`src/rtl/wave_capture_if.sv`:
```
// Sample-stream and sample-RAM write-port bundle for wave_capture.
// The master drives samples and display status; the slave (the capture block) drives RAM writes.
interface wave_capture_if #(
  parameter int ADDR_W = 8
);
  logic              new_sample_ready;
  logic [15:0]       new_sample_in;
  logic              wave_display_idle;
  logic [ADDR_W:0]   write_address;
  logic              write_enable;
  logic [7:0]        write_sample;
  logic              read_index;

  modport master (
    output new_sample_ready, new_sample_in, wave_display_idle,
    input  write_address, write_enable, write_sample, read_index
  );

  modport slave (
    input  new_sample_ready, new_sample_in, wave_display_idle,
    output write_address, write_enable, write_sample, read_index
  );
endinterface

```
`src/rtl/wave_capture.sv`:
```
// Captures one zero-crossing-triggered window of samples into the write half of a double-buffered RAM.
// Optional WAVE_CAPTURE_DECIMATE_EN: keep only every second sample after the trigger.
module wave_capture #(
  parameter int NUM_SAMPLES = 256,
  parameter int ADDR_W      = 8
) (
  input  logic           clk,
  input  logic           reset,
  wave_capture_if.slave  bus
);

  typedef enum logic [1:0] {
    ST_ARMED  = 2'd0,
    ST_ACTIVE = 2'd1,
    ST_WAIT   = 2'd2
  } state_t;

  function automatic logic [7:0] to_offset_binary(input logic [15:0] s);
    return {~s[15], s[14:8]};
  endfunction

  state_t              r_state;
  state_t              w_state_next;
  logic [ADDR_W-1:0]   r_index;
  logic [ADDR_W-1:0]   w_index_next;
  logic [ADDR_W-1:0]   w_wr_index;
  logic                r_prev_neg;
  logic                r_read_index;
  logic                w_read_index_next;
  logic                r_write_enable;
  logic [ADDR_W:0]     r_write_address;
  logic [7:0]          r_write_sample;
  logic                w_trigger;
  logic                w_accept;
  logic                w_last;
  logic                w_unused;

  assign w_trigger = bus.new_sample_ready && r_prev_neg && !bus.new_sample_in[15];
  assign w_last    = (r_index == ADDR_W'(NUM_SAMPLES - 1));
  assign w_unused  = ^bus.new_sample_in[7:0];

`ifdef WAVE_CAPTURE_DECIMATE_EN
  logic r_phase;
  logic w_phase_next;
`endif

  // State register
  always_ff @(posedge clk or negedge reset) begin
    if (!reset) begin
      r_state <= ST_ARMED;
    end else begin
      r_state <= w_state_next;
    end
  end

  // Next-state logic
  always_comb begin
    w_state_next = r_state;
    case (r_state)
      ST_ARMED: begin
        if (w_trigger) begin
          w_state_next = ST_ACTIVE;
        end else begin
          w_state_next = ST_ARMED;
        end
      end
      ST_ACTIVE: begin
        if (w_accept && w_last) begin
          w_state_next = ST_WAIT;
        end else begin
          w_state_next = ST_ACTIVE;
        end
      end
      ST_WAIT: begin
        if (bus.wave_display_idle) begin
          w_state_next = ST_ARMED;
        end else begin
          w_state_next = ST_WAIT;
        end
      end
      default: w_state_next = ST_ARMED;
    endcase
  end

  // Write acceptance, index advance and buffer swap
  always_comb begin
    w_accept          = 1'b0;
    w_wr_index        = r_index;
    w_index_next      = r_index;
    w_read_index_next = r_read_index;
`ifdef WAVE_CAPTURE_DECIMATE_EN
    w_phase_next      = r_phase;
`endif
    case (r_state)
      ST_ARMED: begin
        if (w_trigger) begin
          w_accept     = 1'b1;
          w_wr_index   = '0;
          w_index_next = ADDR_W'(1);
`ifdef WAVE_CAPTURE_DECIMATE_EN
          w_phase_next = 1'b0;
`endif
        end else begin
          w_accept = 1'b0;
        end
      end
      ST_ACTIVE: begin
        if (bus.new_sample_ready) begin
`ifdef WAVE_CAPTURE_DECIMATE_EN
          w_phase_next = ~r_phase;
          w_accept     = r_phase;
`else
          w_accept     = 1'b1;
`endif
        end else begin
          w_accept = 1'b0;
        end
        // Index is ADDR_W wide, so incrementing past NUM_SAMPLES-1 wraps to 0
        if (w_accept) begin
          w_index_next = r_index + ADDR_W'(1);
        end else begin
          w_index_next = r_index;
        end
      end
      ST_WAIT: begin
        if (bus.wave_display_idle) begin
          w_read_index_next = ~r_read_index;
        end else begin
          w_read_index_next = r_read_index;
        end
      end
      default: begin
        w_accept = 1'b0;
      end
    endcase
  end

  // Datapath and output registers
  always_ff @(posedge clk or negedge reset) begin
    if (!reset) begin
      r_index         <= '0;
      r_prev_neg      <= 1'b0;
      r_read_index    <= 1'b0;
      r_write_enable  <= 1'b0;
      r_write_address <= '0;
      r_write_sample  <= 8'h00;
    end else begin
      r_index        <= w_index_next;
      r_read_index   <= w_read_index_next;
      r_write_enable <= w_accept;
      if (bus.new_sample_ready) begin
        r_prev_neg <= bus.new_sample_in[15];
      end
      if (w_accept) begin
        r_write_address <= {~r_read_index, w_wr_index};
        r_write_sample  <= to_offset_binary(bus.new_sample_in);
      end
    end
  end

`ifdef WAVE_CAPTURE_DECIMATE_EN
  // Decimation phase
  always_ff @(posedge clk or negedge reset) begin
    if (!reset) begin
      r_phase <= 1'b0;
    end else begin
      r_phase <= w_phase_next;
    end
  end
`endif

  assign bus.write_enable  = r_write_enable;
  assign bus.write_address = r_write_address;
  assign bus.write_sample  = r_write_sample;
  assign bus.read_index    = r_read_index;

endmodule

```
`src/flat_wrapper.sv`:
```
// flat-port wrapper written by rule: the top's interface ports become plain ports
module wave_capture_flat 
#(
  parameter int NUM_SAMPLES = 256,
  parameter int ADDR_W      = 8
)
  (clk, reset, bus_new_sample_ready, bus_new_sample_in, bus_wave_display_idle, bus_write_address, bus_write_enable, bus_write_sample, bus_read_index);
  wave_capture_if #(.ADDR_W(ADDR_W)) bus_i ();
  input  logic clk;
  input  logic reset;
  input wire logic [$bits(bus_i.new_sample_ready)-1:0] bus_new_sample_ready;
  input wire logic [$bits(bus_i.new_sample_in)-1:0] bus_new_sample_in;
  input wire logic [$bits(bus_i.wave_display_idle)-1:0] bus_wave_display_idle;
  output wire logic [$bits(bus_i.write_address)-1:0] bus_write_address;
  output wire logic [$bits(bus_i.write_enable)-1:0] bus_write_enable;
  output wire logic [$bits(bus_i.write_sample)-1:0] bus_write_sample;
  output wire logic [$bits(bus_i.read_index)-1:0] bus_read_index;
  assign bus_i.new_sample_ready = bus_new_sample_ready;
  assign bus_i.new_sample_in = bus_new_sample_in;
  assign bus_i.wave_display_idle = bus_wave_display_idle;
  assign bus_write_address = bus_i.write_address;
  assign bus_write_enable = bus_i.write_enable;
  assign bus_write_sample = bus_i.write_sample;
  assign bus_read_index = bus_i.read_index;
  wave_capture #(.NUM_SAMPLES(NUM_SAMPLES), .ADDR_W(ADDR_W)) u_core (.clk(clk), .reset(reset), .bus(bus_i));
endmodule
```
`config.mk`:
```
export PLATFORM = sky130hd
export DESIGN_NAME = wave_capture_flat
export DESIGN_NICKNAME = d
export VERILOG_FILES = /design/src/rtl/wave_capture_if.sv /design/src/rtl/wave_capture.sv /design/src/flat_wrapper.sv
export SDC_FILE = /design/constraint.sdc
export NUM_CORES = 1
export LEC_CHECK = 0
export CAP_MARGIN = 10
export CORE_ASPECT_RATIO = 1.1
export CORE_UTILIZATION = 35
export DETAILED_ROUTE_END_ITERATION = 7
export GPL_TIMING_DRIVEN = 0
export PLACE_DENSITY = 0.7
export SETUP_SLACK_MARGIN = 0.02
export SLEW_MARGIN = 30
export SYNTH_ARGS = -nofsm -noshare
export SYNTH_HDL_FRONTEND = slang
export SYNTH_SLANG_ARGS = --single-unit
```
`constraint.sdc`:
```
create_clock -name clk -period 3 [get_ports clk]
set_input_delay 0.45 -clock clk [delete_from_list [all_inputs] [get_ports clk]]
set_output_delay 0.45 -clock clk [all_outputs]
set_load 0.05 [all_outputs]
```
# Word level (Yosys, flattened, before mapping)
# Cells that the tools add are included.
[totals]
ram_bits = 0
reg_bits = 30
latch_bits = 0
mem_bits_ro = 0
wordCells = 36
mem_count = 0
[op_classes]
n_reduce_logical = 8
addsub = 1
shifts = 0
div = 0
n_bitwise = 2
eq_ne = 5
multipliers = 0
magnitude_cmp = 0
mux = 13
[op_table]
columns = ["operator", "n"]
rows = [
  ["$mux 8", 4],
  ["$pmux 8 s2", 1],
  ["$add 8x1->8 const B", 1],
  ["$eq 8x8->1 const B", 1],
  ["$pmux 2 s3", 1],
  ["$mux 1", 4],
  ["$mux 2", 2],
  ["$ne 2x1->1 const B", 2],
  ["$logic_and 1x1->1", 3],
  ["$reduce_and 3->1", 1],
  ["$eq 2x1->1 const B", 1],
  ["$eq 2x2->1 const B", 1],
  ["$logic_not 2->1", 1],
  ["$not 1->1", 2],
  ["$pmux 1 s2", 1],
  ["$reduce_and 2->1", 1],
  ["$reduce_bool 2->1", 1],
  ["$logic_not 1->1", 1],
]

# Longest topological paths before layout
[depth]
depth_word = 7
depth_mapped = 5
mapped_depth_nobuf = 4

# Worst setup path after synthesis
# Ideal clock, no wire load.
[synth_path]
kind = "input to register"
from = "input port bus_new_sample_in[15]"
to = "register u_core.r_write_sample[2], in the netlist u_core.bus.write_sample[2]"
path_buffers = 1
setup_ns = 0.125
arrival_time_ns = 1.247
required_time_ns = 2.875
stages = 4
path_slack_ns = 1.628
cell_sequence = "nand2b_1 -> a21o_1 -> buf_6 -> mux2_4"
[synth_between]
elab_chain_cells = 4
[synth_rtl]
columns = ["item", "line_no", "source"]
rows = [
  ["start: declaration", "flat_wrapper.sv:12", "input wire logic [$bits(bus_i.new_sample_in)-1:0] bus_new_sample_in;"],
  ["$logic_not 1->1", "wave_capture.sv:38", "assign w_trigger = bus.new_sample_ready && r_prev_neg && !bus.new_sample_in[15];"],
  ["$logic_and 1x1->1", "wave_capture.sv:38", ""],
  ["$mux 1", "wave_capture.sv:96", "if (w_trigger) begin"],
  ["$pmux 1 s2", "wave_capture.sv:94", "case (r_state)"],
  ["end signal: assignment", "wave_capture.sv:156", "r_write_sample <= to_offset_binary(bus.new_sample_in);"],
  ["end: declaration", "wave_capture.sv:32", "logic [7:0] r_write_sample;"],
]
# Every way passes these cells.
# A chain may end at the register's enable or synchronous reset.

# Final worst setup path
[layout_path]
from = "register u_core.r_read_index, in the netlist u_core.bus.read_index"
to = "output port bus_read_index"
[layout_lines]
columns = ["item", "line_no", "source"]
rows = [
  ["start: declaration", "wave_capture.sv:28", "logic r_read_index;"],
  ["start signal: assignment", "wave_capture.sv:149", "r_read_index <= w_read_index_next;"],
  ["end: declaration", "flat_wrapper.sv:17", "output wire logic [$bits(bus_i.read_index)-1:0] bus_read_index;"],
]
# No word-level cell between the ends.

==> results.toml <==
[hold_path]
holdCritPathClass = "in -> async"

[setup_path]
crit_buf_inv = 1
critPathRequiredTime_ps = 2550
max_stage_delay_ps = 820
worstPathMaxFanout = 3
r2r.worst_path.cells = 4
critPathKind = "reg -> out"
r2r_setup_slack_ps = 1520
r2r_start = "u_core.r_state[1]"
endpoint = "bus_read_index"
cp_top_family = "buffers and inverters"
critPathArrivalTime_ps = 1480
critPathLaunchType = "register"
startpoint = "u_core.bus.read_index"
cpMaxStageDelayCell = "clkdlybuf4s50_1"
crit_path_end_kind = "primary output"
cp_num_cells = 1
path_cells = "clkdlybuf4s50_1"
r2r-end = "u_core.r_index[6]"

[timing]
hold_viol = 0
relSlewSlack_pct = 57.80
worst_pin_slew_ps = 633.0
fin_worst_skew_ps = 3.835
max_freq_mhz = 517.6
finalWorstSetupSlack_ps = 1068
tns_ps = 0
finalMaxSlewViolations = 0
fin_crit_ps = 1932
min_period_over_period_pct = 64.41
setup_viol = 0
rsz0062_at_grt = "false"

[detailed_routing]
vias = 1021
wl_per_cell_um = 12.87
initialDrtViolationCount = 40
drt_wl_total_mm = 2.651
drt-vias-per-instance = 4.956
drtPass1Iterations = 4
ant_nets = 0
drc = 0

[finish]
nets = 176
n_antenna_cell = 0
drive_gt1_share_pct = 13.46
area_delta_synth_final_pct = 33.40
fillers = 344

[yosys]
ys_types = 33
avgSynthCellArea_um2 = 11.40
synth_area_um2 = 1345
ys_ff_latch = 30
synth_ff_type = "dfrtp_1"
synth_fp_nets = 139
ys_top_cells_by_area = "dfrtp_1, mux2_4, nand2_1"
synth_top_area_share_pct = 55.81
async_flop_share_pct = 100.0
ys_warn_count = 0
yosysSeqAreaShare_pct = 55.81
synth_edf_count = 0
syn_inst = 118
synth_top_area_cell = "dfrtp_1"

[place]
dp_slack_ps = 952.3
port_buffers = 30
place_congestion = 0.8728
place_hpwl_mm = 1.903

[clocking]
cts_sinks = 30
cts_buffers = 5
cts_resized = 0
clkLatencyLatePin_ps = 280
root_buffer = "clkbuf_8"
cts_setup_buffers = 0
cts_buffer_depth = 2
ctsHtreeMaxLevel = 2
cts_tree = "yes"
hold_buffers = 0
cts.clk_slew.worst_paths_ps = 60

[global_routing]
grt_util_met1_pct = 18.81
grt_pass1_vias = 1003
track_usage_pct = 15.76
gr-max-usage-layer = "met2"
grt_pass1_wl_mm = 4.629
antenna_found_initial = 0
grt_max_degree = 31
grt_overflow = 0
use_met3_pct = 6.019
grt.met2_usage_pct = 24.59

[die]
start_util_pct = 36.80
die-area_um2 = 4095
num_rows = 23
die_w_um = 61.11
die_h_um = 67.02
coreArea_um2 = 3655
io_pins = 39

[power_and_ir_drop]
leakage_nw = 0.7812
peakVddDrop_uv = 349.5
powerDensity_nw_per_um2 = 786.2

[run]
cap_violations = 0

[status]
status = "finished clean"
==> cell usage in the layout (no fill, tap or decap), types with 3 or more instances in the layout <==
| master | count |
|---|---|
| or4_1 | 3 |
| nand2b_1 | 4 |
| a21oi_1 | 11 |
| dfrtp_1 | 30 |
| clkdlybuf4s50_1 | 29 |
| nand3_1 | 3 |
| o21ai_0 | 3 |
| inv_1 | 3 |
| clkbuf_8 | 6 |
| nand2_1 | 16 |
| buf_2 | 4 |
| o31ai_1 | 3 |
| a21o_1 | 3 |
| nor2_1 | 4 |
| mux2_4 | 5 |
==> cells in the mapped netlist, types with 3 or more instances <==
library cell / instances
nand2_1: 16
or4_1: 3
nand2b_1: 4
a21o_1: 3
inv_1: 3
o31ai_1: 3
nand3_1: 3
dfrtp_1: 30
a21oi_1: 11
mux2_4: 5
o21ai_0: 3
buf_2: 3
nor2_1: 4
==> how the worst min path moves through the flow <==
stage                                startpoint                          end  slack (ps)  depth (start not counted)
floorplan                                 reset        u_core.bus.read_index         150                          0
global placement    u_core.bus.write_address[3]  u_core.bus.write_address[3]         470                          1
detailed placement  u_core.bus.write_address[3]  u_core.bus.write_address[3]         470                          1
CTS                                       reset            u_core.r_index[6]         210                          1
global route                              reset            u_core.r_index[6]         250                          1
finish                                    reset  u_core.bus.write_address[6]         190                          1
==> sequential cells by signal, indices dropped and copies added, names as in the netlist <==
name,flops
u_core.bus.write_address,9
u_core.r_state,2
u_core.bus.write_enable,1
u_core.r_prev_neg,1
u_core.r_index,8
u_core.bus.write_sample,8
u_core.bus.read_index,1
==> kinds of logic (layout without fill, tap and decap cells) <==
family,Yosys count,in the layout,share of synthesized area [%]
adders and majority gates,1,1,0.9301
DFF,30,30,55.81
xor gates and xnor gates,1,1,0.6513
muxes,10,10,9.581
buffers and inverters,10,48,3.627
and+or+nand+nor,38,38,15.81
AOI/OAI and AO/OA,28,28,13.58
==> stage by stage <==
step / instances / utilization (%) / hold WS (ps) / cell area [um^2] / power (mW)
2_1_floorplan: 118 / - / 154.4 / 1345 / 0.9176
3_3_place_gp: 198 / 46.73 / 468.2 / 1708 / 1.084
3_5_place_dp: 198 / 46.59 / 467.0 / 1703 / 1.098
4_1_cts: 206 / 49.09 / 210.9 / 1794 / 1.429
5_1_grt: 206 / 49.09 / 247.2 / 1794 / 1.493
6_report: 206 / 49.09 / 191.2 / 1794 / 1.411
==> power breakdown <==
group | internal, mW | switching [mW] | leakage (nW)
clock | 0.184 | 0.139 | 0.0482
combinational | 0.196 | 0.322 | 0.361
sequential | 0.496 | 0.0739 | 0.372
==> per-layer routing <==
metal | up-vias | share of wire [%]
li1 | 491 | -
met1 | 500 | 44
met2 | 23 | 49
met3 | 7 | 4.6
met4 | 0 | 2.4
met5 | - | 0
==> cell type report <==
type | instances | area (um^2) | share of cell area [%]
Tap cell | 50 | 62.56 | 3.487
Timing Repair Buffer | 30 | 295.3 | 16.46
Inverter | 5 | 18.77 | 1.046
Clock buffer | 7 | 86.33 | 4.812
Sequential cell | 30 | 750.7 | 41.84
Clock inverter | 1 | 5.005 | 0.2789
Buffer | 5 | 30.03 | 1.674
Multi-Input combinational cell | 78 | 545.5 | 30.40
(Power assumes the default switching activity.)
